`config.mk`:
```
export PLATFORM = sky130hd
export DESIGN_NAME = fetch_rv32
export DESIGN_NICKNAME = d
export VERILOG_FILES = /design/src/rtl/fetch_rv32_pkg.sv /design/src/rtl/fetch_rv32_pc_next.sv /design/src/rtl/fetch_rv32.sv
export SDC_FILE = /design/constraint.sdc
export NUM_CORES = 1
export LEC_CHECK = 0
export CAP_MARGIN = 5
export CORE_MARGIN = 2
export CORE_UTILIZATION = 45
export CTS_CLUSTER_SIZE = 24
export DETAILED_ROUTE_END_ITERATION = 10
export PLACE_DENSITY = 0.87
export SLEW_MARGIN = 30
export SYNTH_ARGS = -nofsm -noshare
export SYNTH_HDL_FRONTEND = slang
export SYNTH_SLANG_ARGS = --single-unit
```
`constraint.sdc`:
```
create_clock -name clock -period 3.74 [get_ports clock]
set_input_delay 0.374 -clock clock [delete_from_list [all_inputs] [get_ports clock]]
set_output_delay 0.374 -clock clock [all_outputs]
set_load 0.01 [all_outputs]
```
`src/rtl/fetch_rv32_pkg.sv`:
```
// Shared RV32 fetch definitions: instruction width, PC step, default reset vector
// and the fetch FSM state encoding.
package rv32_pkg;

    localparam int unsigned INSTRUCTION_WIDTH = 32;
    localparam int unsigned PC_INCREMENT      = 4;
    localparam logic [31:0] DEFAULT_RESET_PC  = 32'h0000_0000;

    typedef enum logic [1:0] {
        IDLE    = 2'd0,
        REQUEST = 2'd1,
        WAIT    = 2'd2,
        HOLD    = 2'd3
    } fetch_state_e;

endpackage

```
`src/rtl/fetch_rv32_pc_next.sv`:
```
// Next fetch-PC selection: redirect to a word-aligned branch target, step
// sequentially after a captured instruction, or hold.
module pc_next_rv32
    import rv32_pkg::*;
#(
    parameter int unsigned ADDRESS_WIDTH = 32
) (
    input  logic [ADDRESS_WIDTH-1:0] fetch_pc_i,
    input  logic                     advance_i,
    input  logic                     branch_taken_i,
    input  logic [ADDRESS_WIDTH-1:0] branch_target_i,
    output logic [ADDRESS_WIDTH-1:0] next_pc_o
);

    // Masking the two low bits is the same as {target[AW-1:2], 2'b00}.
    localparam logic [ADDRESS_WIDTH-1:0] ALIGN_MASK = ~ADDRESS_WIDTH'(32'd3);

    always_comb begin
        next_pc_o = fetch_pc_i;
        if (branch_taken_i) begin
            next_pc_o = branch_target_i & ALIGN_MASK;
        end else if (advance_i) begin
            next_pc_o = fetch_pc_i + ADDRESS_WIDTH'(PC_INCREMENT);
        end
    end

endmodule

```
`src/rtl/fetch_rv32.sv`:
```
// RV32 instruction fetch: one outstanding memory read at a time, a single-entry
// output register toward decode, and branch redirect with response squashing.
module fetch_rv32
    import rv32_pkg::*;
#(
    parameter int unsigned              ADDRESS_WIDTH = 32,
    parameter logic [ADDRESS_WIDTH-1:0] RESET_PC      = ADDRESS_WIDTH'(DEFAULT_RESET_PC)
) (
    input  logic                         clock,
    input  logic                         reset,
    input  logic                         enable,
    output logic                         read_enable,
    output logic [ADDRESS_WIDTH-1:0]     memory_read_address,
    input  logic [INSTRUCTION_WIDTH-1:0] memory_read_value,
    input  logic                         memory_read_valid,
    input  logic                         branch_taken,
    input  logic [ADDRESS_WIDTH-1:0]     branch_target,
    output logic [ADDRESS_WIDTH-1:0]     pc,
    output logic [INSTRUCTION_WIDTH-1:0] pc_instruction,
    output logic                         instruction_valid,
    input  logic                         decode_ready
);

    fetch_state_e                 state_q, state_d;
    logic [ADDRESS_WIDTH-1:0]     fetch_pc_q, fetch_pc_d;
    logic [ADDRESS_WIDTH-1:0]     pc_q, pc_d;
    logic [INSTRUCTION_WIDTH-1:0] instr_q, instr_d;
    logic                         valid_q, valid_d;
    logic                         squash_q, squash_d;
    logic                         advance;

    assign advance = (state_q == WAIT) && memory_read_valid && !squash_q && !branch_taken;

    pc_next_rv32 #(
        .ADDRESS_WIDTH(ADDRESS_WIDTH)
    ) u_pc_next (
        .fetch_pc_i     (fetch_pc_q),
        .advance_i      (advance),
        .branch_taken_i (branch_taken),
        .branch_target_i(branch_target),
        .next_pc_o      (fetch_pc_d)
    );

    always_comb begin
        state_d  = state_q;
        pc_d     = pc_q;
        instr_d  = instr_q;
        valid_d  = valid_q;
        squash_d = squash_q;
        case (state_q)
            IDLE: begin
                if (enable) begin
                    state_d = REQUEST;
                end
            end
            REQUEST: begin
                state_d = WAIT;
                if (branch_taken) begin
                    squash_d = 1'b1;
                end
            end
            WAIT: begin
                // A response arriving with the redirect is itself the stale one,
                // so nothing further needs squashing.
                if (branch_taken) begin
                    if (memory_read_valid) begin
                        squash_d = 1'b0;
                        state_d  = REQUEST;
                    end else begin
                        squash_d = 1'b1;
                    end
                end else if (memory_read_valid) begin
                    if (squash_q) begin
                        squash_d = 1'b0;
                        state_d  = REQUEST;
                    end else begin
                        pc_d    = fetch_pc_q;
                        instr_d = memory_read_value;
                        valid_d = 1'b1;
                        state_d = HOLD;
                    end
                end
            end
            HOLD: begin
                if (branch_taken) begin
                    valid_d = 1'b0;
                    state_d = REQUEST;
                end else if (decode_ready) begin
                    valid_d = 1'b0;
                    state_d = enable ? REQUEST : IDLE;
                end
            end
            default: begin
                state_d = IDLE;
            end
        endcase
    end

    always_ff @(posedge clock or posedge reset) begin
        if (reset) begin
            state_q    <= IDLE;
            fetch_pc_q <= RESET_PC;
            pc_q       <= '0;
            instr_q    <= '0;
            valid_q    <= 1'b0;
            squash_q   <= 1'b0;
        end else begin
            state_q    <= state_d;
            fetch_pc_q <= fetch_pc_d;
            pc_q       <= pc_d;
            instr_q    <= instr_d;
            valid_q    <= valid_d;
            squash_q   <= squash_d;
        end
    end

    assign read_enable         = (state_q == REQUEST);
    assign memory_read_address = read_enable ? fetch_pc_q : '0;
    assign pc                  = pc_q;
    assign pc_instruction      = instr_q;
    assign instruction_valid   = valid_q;

endmodule

```
==> metrics.md <==
| Metric | Value |
|---|---|
| Post-CTS Hold Fix Bufs | 0 |
| Final Util | 0.644 |
| Top Metal Used | met4 |
| Number of unique standard cell types used by synthesis | 44 |
| Final weighted congestion in routability-driven placement | 0.786 |
| Port-buffer cells | 161 |
| Actual slew at the worst max-slew pin | 0.632 ns |
| DR vias/cell | 5.11 |
| Count of nets after finishing | 761 |
| Via count of the routed design | 4222 |
| Library cell with the largest summed area after synthesis | sky130_fd_sc_hd__dfrtp_1 |
| Commonest cells in the netlist | sky130_fd_sc_hd__nand2_1 (223), sky130_fd_sc_hd__dfrtp_1 (96), sky130_fd_sc_hd__and2_1 (31) |
| Share of layout cells above drive strength 1 | 0.0535 |
| Final-layout fill cell count | 806 |
| Yosys synthesis warning count | 0 |
| Cell count after placement | 811 |
| Core Footprint | 10100 um2 |
| Total GRT Usage | 0.229 |
| Area share of the leading cell type in the synthesized netlist | 0.519 |
| TritonCTS sink count | 96 |
| Post-Synthesis Mean Instance Area | 8.63 um2 |
| Worst rel slew slack | 0.575 |
| Area used by multi-input combinational logic | 2070 um2 |
| Max-capacitance violation count | 0 |
| Setup repair after global routing missed its margin | false |
| Post-route met1 wirelength | 5490 um |
| Worst Path Arrival | 3.09 ns |
| Die Y-Extent | 105 um |
| Antenna Nets Post-Route | 0 |
| Worst Path Class, Setup | reg2reg |
| Antenna violations before repair | 0 |
| Async set-reset flop share out of synthesis | 1.00 |
| Routed length on met2 | 6100 um |
| Slew Limit Fails | 0 |
| Clock Tree Buf Depth | 2 |
| Wire length of the first global-routing pass | 20300 um |
| DRC | 0 |
| Time the worst path needs with I/O delays and setup | 2.78 ns |
| Iteration-0 DRC Markers | 284 |
| Part of the cycle the worst path needs | 0.744 |
| Setup TNS | 0 ns |
| Resized cells post-CTS | 0 |
| Via count of the first global-routing pass | 4083 |
| Sequential cell area fraction in the yosys report | 0.519 |
| Clock-pin slew reported for the worst setup and hold paths after clock tree synthesis | 0.10 ns |
| Flip-flop and latch area | 2400 um2 |
| Count of buffers added by post-CTS timing repair for setup | 0 |
| Root cell of the clock tree | sky130_fd_sc_hd__clkbuf_8 |
| Maximum fanout encountered on the critical timing path | 42 |
| Top FF cell, synth | sky130_fd_sc_hd__dfrtp_1 |
| Cell count after synthesis | 536 |
| Count of state elements after synthesis | 96 |
| Die width | 105 um |
| Clock network latency to the later pin of the worst-skew pair | 0.36 ns |
| I/O Pins | 168 |
| DR pass1 iterations | 5 |
| Number of synthesized flops with an enable pin | 0 |
| Outcome | finished clean |
| Worst vdd ir | 0.000327 V |
| Post-route insts no fill | 827 |
| Antenna Cells | 0 |
| Post-detailed-placement half-perimeter wirelength | 8860 um |
| Startpoint types | flip-flop |
| Row Count | 37 |
| Most used standard cell by instance count after synthesis | sky130_fd_sc_hd__nand2_1 |
| Htree depth | 3 |
| Detailed Route WL | 12500 um |
| Number of buffers added by the clock tree synthesis step | 9 |
| Overflow left after global routing | 0 |
| Max Clock Skew | 0.0103 ns |
| Hold/Removal Path Class | in2async |
| Setup-violating endpoint count in the final report | 0 |
| Effective utilization at floorplan | 0.456 |
| Number of endpoints with negative hold slack in the final report | 0 |
| Maximum operating frequency | 0.359 GHz |
| Data required time at the worst endpoint | 4.05 ns |
| Pin count of the biggest net entering global routing | 61 |
| Die area | 11100 um2 |
| Element type at the critical path end | flip-flop |
| Post-route worst hold slack | 0.390 ns |
| Routed wire length per instance | 15.1 um |
| Post-synthesis instance area | 4630 um2 |
| Layout overhead on the synthesized area | 41.2% |
| Routed wire length on met3 | 776 um |
| CTS tree | done |
| Power per cell area | 596 nW/um2 |
| Leading cell types by total area after synthesis | sky130_fd_sc_hd__dfrtp_1 (52%), sky130_fd_sc_hd__nand2_1 (18%), sky130_fd_sc_hd__and2_1 (4.2%), sky130_fd_sc_hd__xor2_1 (3.2%), sky130_fd_sc_hd__o21ai_0 (2.8%) |
| Leakage power summed over all cells | 2.97 nW |
## state kept, by name, summed over array words and instances (netlist names)
register / cells
pc: 30
squash_q: 1
state_q: 2
instruction_valid: 1
pc_instruction: 32
fetch_pc_q: 30
## per-layer routing
layer	track usage	up-vias
met3	0.0464	16
met2	0.376	171
met4	0.0648	0
met5	0	-
met1	0.308	2016
li1	-	2019
## report_power, final
group,internal (mW),total (mW),switching [mW]
Combinational,0.905,1.60,0.697
Clock,0.330,0.696,0.366
Sequential,1.36,1.59,0.235
Total,2.59,3.89,1.30
## critical path, cell delays in order (launching register included)
cell	delay, ns
sky130_fd_sc_hd__dfrtp_1	0.46
sky130_fd_sc_hd__inv_1	0.12
sky130_fd_sc_hd__ha_1	0.35
sky130_fd_sc_hd__nor3b_1	0.52
sky130_fd_sc_hd__nand2_2	0.51
sky130_fd_sc_hd__buf_4	0.44
sky130_fd_sc_hd__nor2_1	0.14
sky130_fd_sc_hd__nand3_1	0.09
sky130_fd_sc_hd__nand3_1	0.09
## cell type report
type	count	share of cell area
clock buffers	10	0.0211
clock inverters	6	0.0105
well taps	136	0.0261
flip-flops and latches	96	0.368
inverters	7	0.00441
multi-input cells	405	0.317
repair buffers	167	0.253
## logic make-up after synthesis
| logic type | count (synthesis) | synth area share |
|---|---|---|
| XOR/XNOR | 28 | 0.0530 |
| AND/OR/NAND/NOR | 318 | 0.311 |
| buffers and inverters | 38 | 0.0360 |
| multiplexers | 4 | 0.00947 |
| other | 1 | 0.000811 |
| AO/OA/AOI/OAI | 46 | 0.0573 |
| adder cells (fa/ha/maj) | 5 | 0.0135 |
| flip-flops | 96 | 0.519 |
## cell usage in the layout, fill, tap and decap left out, drive strengths merged, types with 10 or more instances in the layout
cell           Yosys  routed
nand2            223     223
clkdlybuf4s50      0     160
dfrtp             96      96
and2              32      32
o21ai             28      28
xor2              17      17
nand3             13      13
nand4             12      12
xnor2             11      11
nor2              10      10
clkbuf            20      10
## path summary, 6_finish.rpt
path / start / endpoint / slack, ns / depth (start not counted)
worst max-delay path: state_q[0] / fetch_pc_q[27] / 0.96 / 8
worst min-delay path: reset / pc_instruction[13] / 0.39 / 2
worst max register to register: state_q[0] / fetch_pc_q[27] / 0.96 / 8
worst min register to register: pc[29] / pc[29] / 0.48 / 2
max in group asynchronous: reset / pc_instruction[30] / 2.56 / 3
min in group clock: branch_taken / instruction_valid / 0.42 / 4
## per-stage QoR
stage | power [mW] | area, um2 | setup WS (ns)
floorplan | 2.25 | 4640 | 0.861
global placement | 3.15 | 6320 | 1.20
detailed placement | 3.22 | 6320 | 0.993
CTS | 3.92 | 6530 | 0.978
global route | 4.14 | 6530 | 0.678
finish | 3.89 | 6530 | 0.956
No activity file was read; power rests on OpenSTA's default activity.
==> RTL edit (same settings) <==
Re-encode `fetch_state_e` (4 states) as Gray code, 2 bits wide.
--- a/src/rtl/fetch_rv32_pkg.sv
+++ b/src/rtl/fetch_rv32_pkg.sv
@@ -8,8 +8,8 @@
 
     typedef enum logic [1:0] {
-        IDLE    = 2'd0,
-        REQUEST = 2'd1,
-        WAIT    = 2'd2,
-        HOLD    = 2'd3
+        IDLE    = 2'b00,
+        REQUEST = 2'b01,
+        WAIT    = 2'b11,
+        HOLD    = 2'b10
     } fetch_state_e;
 
Function: no difference found for any inputs over 4 cycles, from zero or initial values and one cycle with reset high; so few cycles prove little.
==> RTL edit against the unedited design <==
Power increased by 15%; fmax decreased by 4.5%; routed wire length decreased by 2.9%; synthesized area decreased by 2.4%; setup slack got worse by 130 ps; design area decreased by 0.98%; synthesized cell count decreased by 24%; sequential cell count unchanged; largest cell class unchanged; highest routed layer unchanged.
==> RTL edit: results (changes against the unedited design) <==
[logic_synthesis]
synth_top_area_share=0.532  ; +0.0128
syn_inst=409  ; -24%
synth_area_leaders=dfrtp_1, mux2_2, and2_1
synth_commonest_cells=dfrtp_1, mux2_2, nand2_1, and2_1, nor2_1
yosys_warnings=0  ; unchanged
yosysUniqueCellTypes=47  ; +6.8%
ys_seq_area_frac=0.532  ; +0.0128

[grt]
grt_pass1_vias=3835  ; -6.1%
gr-usage-all-layers=0.226  ; -0.00244
grt_max_degree=42  ; -31%
antenna_found_initial=0  ; unchanged
grt_pass1_wl_microns=19600  ; -3.1%

[route]
drtPass1Iterations=5  ; unchanged
wl_microns=12200  ; -2.9%
viasPerCell=5.44  ; +6.6%
first_iter_violations=207  ; -27%

[placement]
dpl_cell_area_sq_um=6230  ; -1.4%
pre_cts_ws_ps=1030  ; +35.0 ps
gp_congestion=0.839  ; +6.8%
place_inst=685  ; -16%
hpwl_microns=8640  ; -2.4%

[cells_and_area]
instances_no_fill=700  ; -15%
final_nets=634  ; -17%
fillCellCount=774  ; -4.0%
post_route_cells_drive_above_1_share=0.155  ; +0.102

[power_and_ir_drop]
p_sw_uw=1390  ; +7.3%
p_comb_frac=0.443  ; +0.031
peakVddDrop_uv=330  ; +0.75%
seq_power_share=0.379  ; -0.030
leakage_uw=0.00259  ; -13%
p_comb_uw=1980  ; +24%

[clocking]
cts_made_buffers=9  ; unchanged
clock_latency_ps=350
h-tree-depth=3  ; unchanged
post_cts_resize_count=0  ; unchanged

[sta]
whs_ps=418  ; +27.4 ps
fin_worst_skew_ps=11.6  ; +1.30 ps
slew_headroom=0.449  ; -0.126

[worst_setup_path]
crit_arrival_ps=2540  ; -550 ps
crit_path_max_fanout=16  ; -62%
critPathRequiredTime_ps=3370  ; -680 ps
r2r_slack_ps=1200  ; +240 ps

[run_status]
outcome=complete, no violations

[worst_hold_path]
hp-class=in -> async

[floorplan]
initial_core_util=0.462  ; +0.00560

[RTL edit: cell types whose count changed in the layout (fill, tap and decap cells not counted), sizes merged, moves of 4 or more]
cell,delta
or4,+8
a31oi,+10
xor2,-16
o21ai,-9
ha,-4
nand2,-188
o31ai,+7
nor2,+12
nor3,+6
nand4,-5
a21oi,-5
and2,-7
mux2,+59
[RTL edit: area by class of cell]
class                           count  area (sq um)  area share
Timing Repair Buffer              168          1660       0.257
Tap cell                          133           166      0.0257
Multi-Input combinational cell    277          1960       0.303
Clock buffer                       10           128      0.0197
Inverter                           11          43.8     0.00677
Sequential cell                    96          2400       0.371
Clock inverter                      5           106      0.0164
[RTL edit: critical path: stages, from the launching register on]
cell             delay [ps]
dfrtp_1                 480
inv_1                   240
nor2_1                  440
buf_4                   310
and2_1                  180
clkdlybuf4s50_1         540
[RTL edit: cells by family (layout without fill, tap and decap cells)]
logic type,count (synthesis),count (layout),synth area share
AOI/OAI and AO/OA,54,54,0.0782
other,1,4,0.000831
and+or+nand+nor,144,144,0.169
adders and majority gates,1,1,0.00277
buffers and inverters,39,194,0.0385
muxes,64,64,0.159
DFF,96,96,0.532
xor gates and xnor gates,10,10,0.0194
[RTL edit: worst paths after layout]
| kind | start | to | depth (start not counted) |
|---|---|---|---|
| worst max-delay path | state_q[0] | memory_read_address[10] | 5 |
| worst min-delay path | reset | fetch_pc_q[28] | 2 |
| worst max register to register | state_q[1] | fetch_pc_q[27] | 5 |
| worst min register to register | pc_instruction[5] | pc_instruction[5] | 1 |
| max in group asynchronous | reset | pc_instruction[9] | 3 |
| min in group clock | pc_instruction[5] | pc_instruction[5] | 1 |
[RTL edit: per-layer routing]
metal / global-route usage / share of wire
met5: 0 / 0
met4: 0.0878 / 0.019
met3: 0.0526 / 0.072
met2: 0.376 / 0.49
met1: 0.288 / 0.42
